**src/rtl/conf_reg_bank.sv**
```systemverilog
// conf_reg_bank
//   Turns the UART receiver byte stream into committed configuration
//   parameters for the DRSSTC timing logic. A frame is PAR_NUM parameter
//   bytes followed by one XOR checksum byte. A frame is staged in shadow
//   registers and copied to par_bus in a single cycle only when the
//   checksum matches, so downstream logic never sees a half-written set.
//   A frame that stalls for longer than TIMEOUT_MAX cycles between bytes
//   is dropped, so the byte-count framing realigns after a link glitch.
//
// Ports
//   clk           system clock
//   rst           synchronous active-high reset
//   data_in       received byte, qualified by data_valid
//   data_valid    one-cycle strobe per received byte
//   par_bus       committed parameters, par k at [k*DATA_W +: DATA_W]
//   par_valid     high once any frame has committed since reset
//   upd_pulse     one-cycle pulse, par_bus was just updated
//   crc_err_pulse one-cycle pulse, checksum mismatch, frame dropped
//   to_pulse      one-cycle pulse, inter-byte timeout, frame dropped
//
// state   | meaning
// --------+------------------------------------------------------------
// IDLE    | waiting for the first byte of a frame
// COLLECT | storing parameter bytes, then waiting for the checksum byte
// CHECK   | one cycle: compare checksum, commit or flag the error

module conf_reg_bank #(
  parameter int DATA_W      = 8,
  parameter int PAR_NUM     = 5,
  parameter int TIMEOUT_MAX = 2048,
  parameter logic [PAR_NUM*DATA_W-1:0] PAR_DEFAULT = '0
) (
  input  logic                      clk,
  input  logic                      rst,
  input  logic [DATA_W-1:0]         data_in,
  input  logic                      data_valid,
  output logic [PAR_NUM*DATA_W-1:0] par_bus,
  output logic                      par_valid,
  output logic                      upd_pulse,
  output logic                      crc_err_pulse,
  output logic                      to_pulse
);

  localparam int TO_W  = $clog2(TIMEOUT_MAX + 1);
  localparam int CNT_W = $clog2(PAR_NUM + 1);

  localparam logic [TO_W-1:0]  TO_LIMIT  = TO_W'(TIMEOUT_MAX);
  localparam logic [CNT_W-1:0] CNT_LAST  = CNT_W'(PAR_NUM);
  localparam logic [CNT_W-1:0] CNT_FIRST = CNT_W'(1);

  typedef enum logic [1:0] {
    IDLE    = 2'd0,
    COLLECT = 2'd1,
    CHECK   = 2'd2
  } state_t;

  state_t                    state;
  logic [CNT_W-1:0]          byte_cnt;
  logic [DATA_W-1:0]         xor_acc;
  logic [DATA_W-1:0]         chk_reg;
  logic [TO_W-1:0]           timeout_cnt;
  logic [PAR_NUM*DATA_W-1:0] shadow;

  always_ff @(posedge clk) begin
    if (rst) begin
      state         <= IDLE;
      byte_cnt      <= '0;
      xor_acc       <= '0;
      chk_reg       <= '0;
      timeout_cnt   <= '0;
      shadow        <= '0;
      par_bus       <= PAR_DEFAULT;
      par_valid     <= 1'b0;
      upd_pulse     <= 1'b0;
      crc_err_pulse <= 1'b0;
      to_pulse      <= 1'b0;
    end else begin
      upd_pulse     <= 1'b0;
      crc_err_pulse <= 1'b0;
      to_pulse      <= 1'b0;

      case (state)
        IDLE: begin
          if (data_valid) begin
            shadow[0 +: DATA_W] <= data_in;
            xor_acc             <= data_in;
            byte_cnt            <= CNT_FIRST;
            timeout_cnt         <= '0;
            state               <= COLLECT;
          end
        end

        COLLECT: begin
          // A byte arriving on the limit cycle takes priority over the abort.
          if (data_valid) begin
            timeout_cnt <= '0;
            if (byte_cnt == CNT_LAST) begin
              chk_reg <= data_in;
              state   <= CHECK;
            end else begin
              shadow[int'(byte_cnt)*DATA_W +: DATA_W] <= data_in;
              xor_acc  <= xor_acc ^ data_in;
              byte_cnt <= byte_cnt + CNT_FIRST;
            end
          end else if (timeout_cnt == TO_LIMIT) begin
            state       <= IDLE;
            byte_cnt    <= '0;
            xor_acc     <= '0;
            timeout_cnt <= '0;
            to_pulse    <= 1'b1;
          end else begin
            timeout_cnt <= timeout_cnt + 1'b1;
          end
        end

        CHECK: begin
          if (xor_acc == chk_reg) begin
            par_bus   <= shadow;
            par_valid <= 1'b1;
            upd_pulse <= 1'b1;
          end else begin
            crc_err_pulse <= 1'b1;
          end

          // The shadow copy into par_bus above uses the pre-edge shadow value,
          // so a new frame's first byte can be captured in the same cycle.
          if (data_valid) begin
            shadow[0 +: DATA_W] <= data_in;
            xor_acc             <= data_in;
            byte_cnt            <= CNT_FIRST;
            timeout_cnt         <= '0;
            state               <= COLLECT;
          end else begin
            xor_acc     <= '0;
            byte_cnt    <= '0;
            timeout_cnt <= '0;
            state       <= IDLE;
          end
        end

        default: begin
          state       <= IDLE;
          byte_cnt    <= '0;
          xor_acc     <= '0;
          timeout_cnt <= '0;
        end
      endcase
    end
  end

endmodule

```
**config.mk**
```make
export PLATFORM = sky130hd
export DESIGN_NAME = conf_reg_bank
export DESIGN_NICKNAME = d
export VERILOG_FILES = /design/src/rtl/conf_reg_bank.sv
export SDC_FILE = /design/constraint.sdc
export NUM_CORES = 1
export LEC_CHECK = 0
export CAP_MARGIN = 25
export CORE_ASPECT_RATIO = 1.5
export CORE_MARGIN = 4
export CORE_UTILIZATION = 53
export CTS_BUF_LIST = sky130_fd_sc_hd__clkbuf_2 sky130_fd_sc_hd__clkbuf_4 sky130_fd_sc_hd__clkbuf_8
export DETAILED_ROUTE_END_ITERATION = 6
export PLACE_DENSITY = 0.85
export SLEW_MARGIN = 20
export SYNTH_ARGS = -nofsm -noshare
export SYNTH_HDL_FRONTEND = slang
export SYNTH_SLANG_ARGS = --single-unit
```
**constraint.sdc**
```tcl
create_clock -name clk -period 2.3 [get_ports clk]
set_input_delay 0.23 -clock clk [delete_from_list [all_inputs] [get_ports clk]]
set_output_delay 0.23 -clock clk [all_outputs]
set_load 0.02 [all_outputs]
```
==> results.sh, run 1 <==
export IMPL_status="completed"
export IMPL_worst_skew_pair_late_latency_ps=430
export IMPL_final_report_hold_violation_count=0
export IMPL_power_leakage_nw=2.08
export IMPL_boundaryPins=55
export IMPL_ys_seq_area_share_pct=45.4
export IMPL_synth_flop_cell="sky130_fd_sc_hd__dfxtp_1"
export IMPL_placement_io_buffers=54
export IMPL_syn_nets=628
export IMPL_rsz0062_at_grt="false"
export IMPL_worst_path_max_delay_cell="sky130_fd_sc_hd__or4_1"
export IMPL_worst_r2r_cell_count=8
export IMPL_cts_post_setup_buffers_inserted=0
export IMPL_postSynthCellCount=611
export IMPL_critPathArrivalTime_ps=2560
export IMPL_cp_start_kind="register"
export IMPL_per_instance_average_area_after_synthesis_um2=8.44
export IMPL_netlist_top_cell_by_area="sky130_fd_sc_hd__dfxtp_1"
export IMPL_final_setup_tns_ps=0
export IMPL_worstPathCellList="inv_1, ha_1, ha_1, buf_4, nand3b_1, or4_1, or3_1, a21oi_1"
export IMPL_worstSetupPathType="register to register"
export IMPL_numCtsBuffers=17
export IMPL_die_area_um2=11400
export IMPL_avgRoutedWirePerCell_um=16.4
export IMPL_cts_tree="done"
export IMPL_area_delta_synth_final_pct=22.2
export IMPL_cts_root_buffer_cell="sky130_fd_sc_hd__clkbuf_8"
export IMPL_clk_pin_slew_ps=70
export IMPL_synth_enable_flop_cells=0
export IMPL_netlist_cell_type_count=49
export IMPL_rows=43
export IMPL_globalplace_congestion=0.906
export IMPL_r2r_start="byte_cnt[1]"
export IMPL_largest_buffer_count_on_any_clock_path=2
export IMPL_cp_data_required_time_ps=2660
export IMPL_width_of_the_die_um=88.6
export IMPL_critPathMaxFanout=5
export IMPL_estimated_wirelength_of_the_detail_placed_design_mm=9.20
export IMPL_diode_insertion_count_for_antenna_repair=0
export IMPL_maxSlewHeadroom_pct=64.2
export IMPL_grt_start_max_net_pins=60
export IMPL_track_usage_pct=23.6
export IMPL_num_vias=4623
export IMPL_largestRegisters="par_bus (40), shadow (40), timeout_cnt (12)"
export IMPL_yosysWarningCount=0
export IMPL_drt_total_wl_mm=12.9
export IMPL_fin_skew_ps=10.8
export IMPL_finalInstanceArea_um2=6300
export IMPL_synth_top_cell_area_share_pct=45.4
export IMPL_maxSlewViolCount=0
export IMPL_worst_setup_sp="byte_cnt[1]"
export IMPL_maxCapViolations=0
export IMPL_worst_slew_pin_slew_ps=533
export IMPL_drt_vias_per_instance=5.86
export IMPL_cts_num_sinks=117
export IMPL_vias_in_the_first_global_route=4661
export IMPL_final_antenna_violating_net_count=0
export IMPL_register_bit_total_from_synthesis=117
export IMPL_crit_path_end="shadow[27]"
export IMPL_cp_slowest_stage_delay_ps=450
export IMPL_global_route_overflow_total=0
export IMPL_placed_area_um2=5890
export IMPL_core_um2=9360
export IMPL_hp_class="input port to register"
export IMPL_fp_dieH_um=129
export IMPL_layout_drive_gt1_share_pct=10.8
export IMPL_fillerInstances=722
export IMPL_netlist_area_um2=5160
export IMPL_synth_area_leaders="sky130_fd_sc_hd__dfxtp_1 (45%), sky130_fd_sc_hd__nand2_1 (10%), sky130_fd_sc_hd__mux2i_1 (9.5%)"
export IMPL_synth_async_sr_flop_share_pct=0
export IMPL_max_freq_ghz=0.453
export IMPL_cell_mode_on_critical_path="sky130_fd_sc_hd__ha_1"
export IMPL_dr_pass1_iters=6
export IMPL_cp_end_kind="register"
export IMPL_setup_viol=0
export IMPL_floorplan_initialDensity_pct=55.1
export IMPL_fin_nets=682
export IMPL_r2r_setup_slack_ps=90
export IMPL_period_share_pct=95.9
export IMPL_postLayoutCoreUtil_pct=67.3
export IMPL_grt_antenna_before_repair=0
export IMPL_grt_pass1_wl_mm=21.2
export IMPL_crit_reg2reg_capture="shadow[27]"
export IMPL_fin_crit_ps=2210
export IMPL_initialDrtViolationCount=392
export IMPL_power_ir_vdd_worst_uv=591
export IMPL_power_per_cell_area_nw_per_um2=673
export IMPL_cts_max_level=4
export IMPL_drc=0
## routing by layer
| metal | wire (µm) | GRT usage [%] | vias to the layer above |
|---|---|---|---|
| met5 | 0 | 0 | - |
| met1 | 4860 | 24.7 | 2182 |
| met2 | 6890 | 42.3 | 173 |
| li1 | - | - | 2223 |
| met4 | 536 | 13.0 | 0 |
| met3 | 630 | 5.83 | 45 |
## power breakdown
part           total (mW)  internal (mW)  leakage (nW)  switching [mW]
registers            2.07           2.05         0.946          0.0211
clock network        1.83           1.06         0.197           0.775
logic               0.336          0.122         0.937           0.214
total                4.24           3.23          2.08            1.01
## Yosys cell counts, types with 7 or more instances
master	instances
sky130_fd_sc_hd__nand2_1	138
sky130_fd_sc_hd__dfxtp_1	117
sky130_fd_sc_hd__clkbuf_1	35
sky130_fd_sc_hd__o311ai_0	10
sky130_fd_sc_hd__nand3_1	29
sky130_fd_sc_hd__buf_2	10
sky130_fd_sc_hd__a21oi_1	59
sky130_fd_sc_hd__mux2i_1	49
sky130_fd_sc_hd__xnor2_1	9
sky130_fd_sc_hd__nor2_1	25
sky130_fd_sc_hd__inv_1	12
sky130_fd_sc_hd__o21ai_0	21
sky130_fd_sc_hd__nand4_1	8
sky130_fd_sc_hd__nand2b_1	7
## critical path, delay by kind of cell (launching register included)
family                     cells  cell delay (ps)
DFF                            1              370
adders and majority gates      2              500
AOI/OAI and AO/OA              1              150
buffers and inverters          2              220
and+or+nand+nor                3              900
## through the flow
step           cells  hold WS (ps)  power, mW  setup WS [ps]
4_1_cts          789           272       4.25           20.1
5_1_grt          789           313       4.40           28.4
6_report         789           294       4.24           93.7
3_5_place_dp     758           446       2.43           37.0
2_1_floorplan    611           366       2.32           22.3
3_3_place_gp     758           442       2.42            145
## cell families (layout without fill, tap and decap cells)
group / after synthesis / in the layout / synth area share [%]
buf+inv: 60 / 126 / 4.66
mux: 49 / 49 / 9.51
flops: 117 / 117 / 45.4
compound gates: 115 / 115 / 13.1
fa+ha+maj: 6 / 6 / 1.46
simple gates: 250 / 250 / 23.5
xor+xnor: 14 / 14 / 2.38
## timing repair
item                       4_1_cts  5_1_grt
hold buffers                     0        0
gates resized for setup          0        8
setup endpoints to repair        0        8
## worst min path at each step
stage,slack [ps],endpoint,from,depth (start not counted)
finish,290,par_bus[12],rst,4
global route,310,par_bus[12],rst,4
CTS,270,par_bus[12],rst,4
detailed placement,450,shadow[31],shadow[31],2
global placement,440,shadow[32],shadow[32],2
floorplan,370,chk_reg[3],data_in[3],2
## cells in the final DEF (no fill, tap or decap), drive strengths merged, types with 7 or more instances in the layout
| master | Yosys | final |
|---|---|---|
| nand3 | 29 | 29 |
| xnor2 | 9 | 9 |
| nand2 | 138 | 138 |
| nand4 | 8 | 8 |
| o311ai | 10 | 10 |
| clkdlybuf4s50 | 0 | 53 |
| inv | 12 | 12 |
| a21oi | 59 | 59 |
| buf | 11 | 30 |
| clkbuf | 37 | 22 |
| nor2 | 25 | 25 |
| mux2i | 49 | 49 |
| o21ai | 24 | 24 |
| nand2b | 7 | 7 |
| dfxtp | 117 | 117 |
## final cells by class
type | instances | area, µm² | area share (%)
multi-input cells | 434 | 2600 | 41.3
flip-flops and latches | 117 | 2340 | 37.2
repair buffers | 83 | 778 | 12.3
clock buffers | 22 | 290 | 4.61
well taps | 112 | 140 | 2.22
clock inverters | 9 | 103 | 1.63
inverters | 12 | 45.0 | 0.715
No activity file was read; power rests on OpenSTA's default activity.
==> inputs of run 2 (changes only) <==
- ABC_CLOCK_PERIOD_IN_PS: unset -> 2300
==> results of run 2 <==
The final DEF is identical to that of run 1; final timing and power are the same.
